[config.mk]
export PLATFORM = sky130hd
export DESIGN_NAME = cnn_window_scheduler
export DESIGN_NICKNAME = d
export VERILOG_FILES = /design/src/rtl/cnn_window_scheduler.sv
export SDC_FILE = /design/constraint.sdc
export NUM_CORES = 1
export LEC_CHECK = 0
export CORE_MARGIN = 5
export CORE_UTILIZATION = 37
export CTS_CLUSTER_DIAMETER = 30
export DETAILED_ROUTE_END_ITERATION = 16
export GPL_ROUTABILITY_DRIVEN = 0
export PLACE_DENSITY = 0.62
export SLEW_MARGIN = 15
export SYNTH_ARGS = -nofsm -noshare
export SYNTH_HDL_FRONTEND = slang
export SYNTH_SLANG_ARGS = --single-unit
[constraint.sdc]
create_clock -name CLK -period 13 [get_ports CLK]
set_input_delay 2.6 -clock CLK [delete_from_list [all_inputs] [get_ports CLK]]
set_output_delay 2.6 -clock CLK [all_outputs]
set_load 0.005 [all_outputs]
[src/rtl/cnn_window_scheduler.sv]
// cnn_window_scheduler: fetches each 5x5 image window from RAM, hands it to the conv stage, then runs the FC stage.
// Define CNN_SCHED_PERF_EN to add the PERF_STALL / PERF_FCWAIT counters.
module cnn_window_scheduler #(
    parameter int IMG_W = 28,
    parameter int K     = 5,
    parameter int PIX_W = 8
) (
    input  logic                 CLK,
    input  logic                 RST,
    input  logic                 START,
    output logic                 BUSY,
    output logic                 DONE,
    output logic                 MEM_RE,
    output logic [9:0]           MEM_ADDR,
    input  logic [PIX_W-1:0]     MEM_RDATA,
    output logic                 WIN_VALID,
    input  logic                 WIN_READY,
    output logic [4:0]           WIN_X,
    output logic [4:0]           WIN_Y,
    output logic [K*K*PIX_W-1:0] WIN_DATA,
    output logic                 FC_START,
    input  logic                 FC_DONE
`ifdef CNN_SCHED_PERF_EN
    ,
    output logic [15:0]          PERF_STALL,
    output logic [15:0]          PERF_FCWAIT
`endif
);
    localparam int OUT_W = IMG_W - K + 1;
    localparam int KK    = K * K;
    localparam int FW    = $clog2(KK + 1);
    localparam int KW    = $clog2(K);

    typedef enum logic [2:0] {IDLE, FETCH, ISSUE, FC_WAIT, FIN} state_t;

    state_t               state, nxt;
    logic [4:0]           r, c;
    logic [FW-1:0]        f, slot;
    logic [KW-1:0]        kr, kc;
    logic [K*K*PIX_W-1:0] win_data;
    logic                 fc_sent;
    logic                 accept, xfer, fetch_end, last;
    logic [9:0]           row, col;

    assign accept    = state == IDLE && START;
    assign xfer      = state == ISSUE && WIN_READY;
    assign fetch_end = f == FW'(KK);
    assign last      = r == 5'(OUT_W - 1) && c == 5'(OUT_W - 1);
    assign slot      = f - 1'b1;
    assign row       = 10'(r) + 10'(kr);
    assign col       = 10'(c) + 10'(kc);

    always_ff @(posedge CLK or posedge RST) begin
        if (RST) state <= IDLE;
        else state <= nxt;
    end

    always_comb begin
        nxt = state;
        case (state)
            IDLE:    nxt = START ? FETCH : IDLE;
            FETCH:   nxt = fetch_end ? ISSUE : FETCH;
            ISSUE:   nxt = !WIN_READY ? ISSUE : (last ? FC_WAIT : FETCH);
            FC_WAIT: nxt = FC_DONE ? FIN : FC_WAIT;
            default: nxt = IDLE;
        endcase
    end

    always_comb begin
        BUSY      = state != IDLE;
        DONE      = state == FIN;
        MEM_RE    = state == FETCH && !fetch_end;
        MEM_ADDR  = MEM_RE ? row * 10'(IMG_W) + col : '0;
        WIN_VALID = state == ISSUE;
        WIN_X     = r;
        WIN_Y     = c;
        WIN_DATA  = win_data;
        FC_START  = state == FC_WAIT && !fc_sent;
    end

    // f counts fetch cycles; RAM data lags the address by one cycle, so slot f-1 is filled
    always_ff @(posedge CLK or posedge RST) begin
        if (RST) begin
            r        <= '0;
            c        <= '0;
            f        <= '0;
            kr       <= '0;
            kc       <= '0;
            win_data <= '0;
            fc_sent  <= 1'b0;
        end else begin
            fc_sent <= state == FC_WAIT;
            if (accept) begin
                r  <= '0;
                c  <= '0;
                f  <= '0;
                kr <= '0;
                kc <= '0;
            end
            if (state == FETCH && !fetch_end) begin
                f  <= f + 1'b1;
                kc <= kc == KW'(K - 1) ? '0 : kc + 1'b1;
                kr <= kc == KW'(K - 1) ? kr + 1'b1 : kr;
            end
            if (state == FETCH && f != '0) win_data[slot*PIX_W +: PIX_W] <= MEM_RDATA;
            if (xfer) begin
                f  <= '0;
                kr <= '0;
                kc <= '0;
                c  <= last ? c : (c == 5'(OUT_W - 1) ? '0 : c + 1'b1);
                r  <= !last && c == 5'(OUT_W - 1) ? r + 1'b1 : r;
            end
        end
    end

`ifdef CNN_SCHED_PERF_EN
    always_ff @(posedge CLK or posedge RST) begin
        if (RST) begin
            PERF_STALL  <= '0;
            PERF_FCWAIT <= '0;
        end else if (accept) begin
            PERF_STALL  <= '0;
            PERF_FCWAIT <= '0;
        end else begin
            if (state == ISSUE && !WIN_READY && PERF_STALL != 16'hFFFF) PERF_STALL <= PERF_STALL + 1'b1;
            if (state == FC_WAIT && PERF_FCWAIT != 16'hFFFF) PERF_FCWAIT <= PERF_FCWAIT + 1'b1;
        end
    end
`endif
endmodule

==> metrics.cfg, run 1 <==
[detailed_routing]
vias=8117
avgRoutedWirePerCell_um=19.7
ant_nets=0
routed_wl_mm=32.1
drt_drc_violations_left=0
routed_via_density=4.99
first_drt_iteration_drcs=460
drt_pass1_iterations=4

[clocking]
clk-insertion-delay-late_ns=0.56
cts_buffers=52
clockBufferDepth=3
clk_pin_slew_worst_paths_ns=0.05
cts_tree=built
number_of_buffers_inserted_by_post_cts_setup_repair=0
clock_net_sink_count=225
clock_tree.root_cell=clkbuf_16
postCtsHoldBufs=0
htree_levels=2
post_cts.resized_instances=0

[synthesis]
seq_area_frac_synth_pct=50.5
syn_avg_cell_area_um2=12.0
synthesis.instances=930
asyncSetResetFlopFracSynth_pct=100
synth.net_count=983
synth_cell_types=63
yosys_register_bits=225
synth_ff_type=dfrtp_1
ys_warns=0
netlist_area_um2=11200
synth_edf_count=0

[timing]
post-route-period-util_pct=58.0
finalSetupViolCount=0
tightestPinTransition_ns=1.03
fin_setup_tns_ns=0
worst_slack_ns=5.46
finalMaxSlewViolations=0
worst_slew_margin_rel_pct=31.1
hold-worst-slack_ns=0.501
period_minus_slack_ns=7.54
clock.fmax_ghz=0.133
final-hold-violation-count=0
grt_setup_unrepaired=false
fin_skew_ns=0.0230

[finish]
layout.nets=1247
share_of_final_layout_standard_cells_stronger_than_drive_strength_1_pct=21.7
finish.cell_count_without_fillers=1628
final_core_utilization_pct=53.2
area_delta_synth_final_pct=41.8
final_area_um2=15800
antenna-diode-count=0
nFillCells=2571

[status]
status=complete, no violations

[power]
total_leakage_power_nw=7.09
post-layout-total-power_mw=4.20
power_density_nw_per_um2=266
vdd.ir_drop.worst_uv=129

[setup_path]
timing_worst_setup_path_type=reg2out
worst-r2r-cell-count=9
cp_data_required_time_ns=10.40
timing.critical_path.to_type=output port
rr_startpoint=f[0]
crit_path_start_kind=register
timing.critical_path.fanout_max=6
worstPathArrival_ns=4.94
critical_path.startpoint=WIN_X[0]
crit-reg2reg-capture=WIN_DATA[47]
regToRegSetupSlack_ns=8.56

[place]
placement.cell_area_um2=13900
buffer_ports.inserted=237
post-dp-hpwl_mm=21.9
place_ws_ns=6.02
post-place-cells=1530

[grt]
grt.total_usage_pct=18.8
maximum_number_of_pins_on_one_net_before_global_route_repair=79
grt_antenna_before_repair=0
grt_first_pass_wirelength_mm=50.0
grt_pass1_vias=8643
grt.overflow.total=0

[floorplanning]
design.die.area_um2=33700
num_io_pins=238
die_x_um=184
rows=63
starting_density_of_the_core_pct=37.5
core_area_um2=29700
die_h_um=184

[hold_path]
hp-start=WIN_DATA[116]
min_delay_path_depth=1
worst_hold_path_ep=WIN_DATA[116]
hold_path_class=reg2reg

[flow_run]
max-cap-violations=0

[worst max-delay path: stages (launching register included)]
cell and delay (ns):
dfrtp_1 0.42, ha_1 0.25, fa_1 0.40, a21o_1 0.17, nand2_1 0.07, xnor2_1 0.23, inv_1 0.15, fa_1 0.55
inv_1 0.04, ha_1 0.34, a21oi_1 0.17, a21oi_1 0.13, or4_1 0.48, a2111o_1 0.42, nand2_1 0.08, clkdlybuf4s50_1 0.49
[registers in the layout (all words and copies together) (netlist names)]
name,cells
kc,3
WIN_DATA,200
kr,3
WIN_Y,5
WIN_X,5
fc_sent,1
f,5
state,3
[routing by layer]
metal	global-route usage (%)	vias to the layer above	share of wire (%)
li1	-	3758	-
met1	22.6	4091	41
met2	31.6	215	49
met3	7.32	53	8.3
met4	4.92	0	2.0
met5	0	-	0
[how the worst max path moves through the flow]
stage	end	slack (ns)
after floorplan	WIN_DATA[0]	4.24
after CTS	MEM_ADDR[9]	5.44
after detailed placement	MEM_ADDR[9]	6.02
after global routing	MEM_ADDR[9]	5.18
after global placement	MEM_ADDR[9]	6.07
final	MEM_ADDR[9]	5.46
[cells in the mapped netlist (all sizes together), types with 12 or more instances]
cell    instances  area [um^2]
and2           46          288
ha             31          388
clkbuf         15         56.3
nor3           13         75.1
nand2          64          240
mux2          138         1550
nand3          21          135
nor2           18         67.6
o21ai          43          215
dfrtp         225         5630
inv            94          353
a211oi         12          175
mux2i          63          631
a21oi          20          134
buf            20          121
[cells in the final DEF (no fill, tap or decap), drive strengths merged, types with 9 or more instances in the layout]
master	count
and2	46
xnor2	9
inv	96
nor3	13
nand2	64
a21oi	20
nand3	21
clkinv	12
xor2	9
nor4	10
fa	9
bufinv	10
nor2	18
o21ai	43
clkdlybuf4s50	237
clkbuf	71
dfrtp	225
mux2i	63
a211oi	12
ha	31
mux2	138
[logic make-up (layout without fill, tap and decap cells)]
logic type / Yosys count / count (layout) / share of synthesized area [%]
compound gates: 110 / 110 / 7.29
xor+xnor: 20 / 20 / 1.84
fa+ha+maj: 40 / 40 / 5.09
buf+inv: 129 / 437 / 4.76
flops: 225 / 225 / 50.5
mux: 201 / 201 / 19.6
simple gates: 205 / 205 / 10.9
[area by class of cell]
type,count,area [um^2],area share [%]
Inverter,94,360,2.28
Multi-Input combinational cell,576,4990,31.6
Timing Repair Buffer,245,2430,15.4
Clock inverter,27,452,2.86
Clock buffer,71,1460,9.25
Sequential cell,225,5630,35.6
Tap cell,390,488,3.09
[power by group]
group | internal, mW | total, mW | switching (mW)
clock | 0.985 | 1.40 | 0.415
sequential | 0.953 | 1.13 | 0.177
combinational | 0.820 | 1.67 | 0.853
total | 2.76 | 4.20 | 1.45
Note: power is estimated with default switching activity, not from simulation.
==> run 2, diff against run 1 <==
==> constraint.sdc (replaced) <==
create_clock -name CLK -period 7.1 [get_ports CLK]
set_input_delay 1.42 -clock CLK [delete_from_list [all_inputs] [get_ports CLK]]
set_output_delay 1.42 -clock CLK [all_outputs]
set_load 0.005 [all_outputs]
==> metrics.cfg, run 2 (synthesis results as in run 1) <==
[detailed_routing]
vias=8023  ; -1.2%
first_drt_iteration_drcs=356  ; -23%
routed_wl_mm=31.9  ; -0.45%
avgRoutedWirePerCell_um=19.6  ; -0.27%
routed_via_density=4.94  ; -0.98%
ant_nets=0  ; unchanged
drt_drc_violations_left=0  ; unchanged
drt_pass1_iterations=5  ; +1

[clocking]
cts_tree=built
postCtsHoldBufs=0  ; unchanged
clk-insertion-delay-late_ns=0.54  ; -0.02 ns
post_cts.resized_instances=0  ; unchanged
clockBufferDepth=3  ; unchanged
cts_buffers=52  ; unchanged
clock_net_sink_count=225  ; unchanged
clock_tree.root_cell=clkbuf_16
htree_levels=2  ; unchanged
number_of_buffers_inserted_by_post_cts_setup_repair=0  ; unchanged
clk_pin_slew_worst_paths_ns=0.05  ; about the same

[grt]
grt.total_usage_pct=18.8  ; +0.084 points
grt_first_pass_wirelength_mm=50.4  ; +0.75%
grt_pass1_vias=8686  ; +0.50%
globalRouteMet3Util_pct=6.53  ; -0.79 points
busiest_layer=met2
gr-usage-met2_pct=31.2  ; -0.43 points
maximum_number_of_pins_on_one_net_before_global_route_repair=138  ; +75%
grt_antenna_before_repair=0  ; unchanged
use_met1_pct=23.6  ; +1.0 points
grt.overflow.total=0  ; unchanged

[setup_path]
cp_data_required_time_ns=5.68  ; -4.72 ns
timing_worst_setup_path_type=reg2out
crit_buf_inv=3  ; unchanged
timing.critical_path.to_type=output port
timing.critical_path.fanout_max=6  ; unchanged
crit_path_start_kind=register
timing.critical_path.cells=ha_1 > fa_1 > a21o_1 > nand2_1 > xnor2_1 > inv_1 > fa_1 > inv_1 > ha_1 > a21oi_1 > a21oi_1 > or4_1 > a2111o_1 > nand2_1 > clkdlybuf4s50_1
crit_path_top_delay_cell=fa_1
critical_path.top_delay_family=adder cells
timing.critical_path.slowest_cell_delay_ns=0.55  ; about the same
worstPathArrival_ns=4.95  ; about the same

[floorplanning]
num_io_pins=238  ; unchanged
core_area_um2=29700  ; unchanged
design.die.area_um2=33700  ; unchanged
rows=63  ; unchanged
die_h_um=184  ; unchanged
die_x_um=184  ; unchanged
starting_density_of_the_core_pct=37.5  ; unchanged

[hold_path]
hold_path_class=reg2reg

[timing]
finalSetupViolCount=0  ; unchanged
fin_setup_tns_ns=0  ; unchanged
grt_setup_unrepaired=false
period_minus_slack_ns=6.37
final-hold-violation-count=0  ; unchanged
worst_slew_margin_rel_pct=29.4  ; -1.7 points
post-route-period-util_pct=89.7
clock.fmax_ghz=0.157
fin_skew_ns=0.0288  ; +0.00572 ns
finalMaxSlewViolations=0  ; unchanged
tightestPinTransition_ns=1.06  ; +0.0339 ns

[place]
buffer_ports.inserted=237  ; unchanged
post-place-cells=1529  ; -0.065%
post-dp-hpwl_mm=21.9  ; about the same

[finish]
antenna-diode-count=0  ; unchanged
area_delta_synth_final_pct=41.2
layout_commonest_cell=clkdlybuf4s50_1
largest_register_ffs=200  ; unchanged
nFillCells=2586  ; +0.58%
multi_input_comb_area_um2=5000  ; +0.13%
share_of_final_layout_standard_cells_stronger_than_drive_strength_1_pct=22.1  ; +0.38 points
layout_common_cells=clkdlybuf4s50_1 (237), dfrtp_1 (225), mux2_2 (138)
layout.nets=1246  ; -0.080%
finish.cell_count_without_fillers=1625  ; -0.18%
layout.area.seq_um2=5630  ; unchanged

[power]
vdd.ir_drop.worst_uv=276  ; +110%
power_density_nw_per_um2=482  ; +82%
total_leakage_power_nw=7.04  ; -0.69%

[flow_run]
max-cap-violations=0  ; unchanged

[status]
status=complete, no violations

run 2: changes by cell type in the layout (fill, tap and decap cells not counted), sizes merged:
cell	previous run	this run
clkbuf	71	64
clkinvlp	3	8
clkinv	12	15
bufinv	10	8
buf	8	7
inv	96	95
run 2: power by group:
part / switching (mW) / total, mW / internal [mW] / leakage [nW]
Sequential: 0.319 / 2.06 / 1.74 / 2.93
Clock: 0.744 / 2.46 / 1.72 / 0.891
Combinational: 1.57 / 3.07 / 1.50 / 3.22
run 2: worst paths after layout:
| path | start | to | slack [ns] | depth (start not counted) |
|---|---|---|---|---|
| max in group asynchronous | RST | WIN_DATA[161] | 4.55 | 3 |
| min reg2reg | WIN_DATA[106] | WIN_DATA[106] | 0.50 | 1 |
| max | WIN_X[0] | MEM_ADDR[9] | 0.73 | 15 |
| max reg2reg | f[0] | WIN_DATA[45] | 2.74 | 8 |
| min | WIN_DATA[106] | WIN_DATA[106] | 0.50 | 1 |
| min in group asynchronous | RST | state[1] | 1.33 | 2 |
run 2: per-layer routing:
layer | vias up | wire length (um)
met1 | 3989 | 13400
met3 | 51 | 2550
met5 | - | 0
met2 | 222 | 15400
met4 | 0 | 616
li1 | 3761 | -
run 2: final cells by class:
cell class / instances / share of cell area, %
inverter: 94 / 2.26
clock buffer: 64 / 9.13
multi-input combinational: 576 / 31.7
timing repair buffer: 244 / 15.5
clock inverter: 32 / 2.54
sequential: 225 / 35.8
tap: 390 / 3.10
run 2: metrics by stage:
stage / hold slack (ns) / util (%) / power (mW) / cell area [um^2] / setup WS (ns)
6_report: 0.499 / 53.0 / 7.60 / 15700 / 0.734
5_1_grt: 0.511 / 53.0 / 8.06 / 15700 / 0.492
4_1_cts: 0.504 / 53.0 / 7.69 / 15700 / 0.712
3_5_place_dp: 0.494 / 46.8 / 5.17 / 13900 / 1.28
3_3_place_gp: 0.489 / 46.8 / 5.12 / 13900 / 1.35
2_1_floorplan: 0.490 / - / 3.70 / 11200 / 1.95
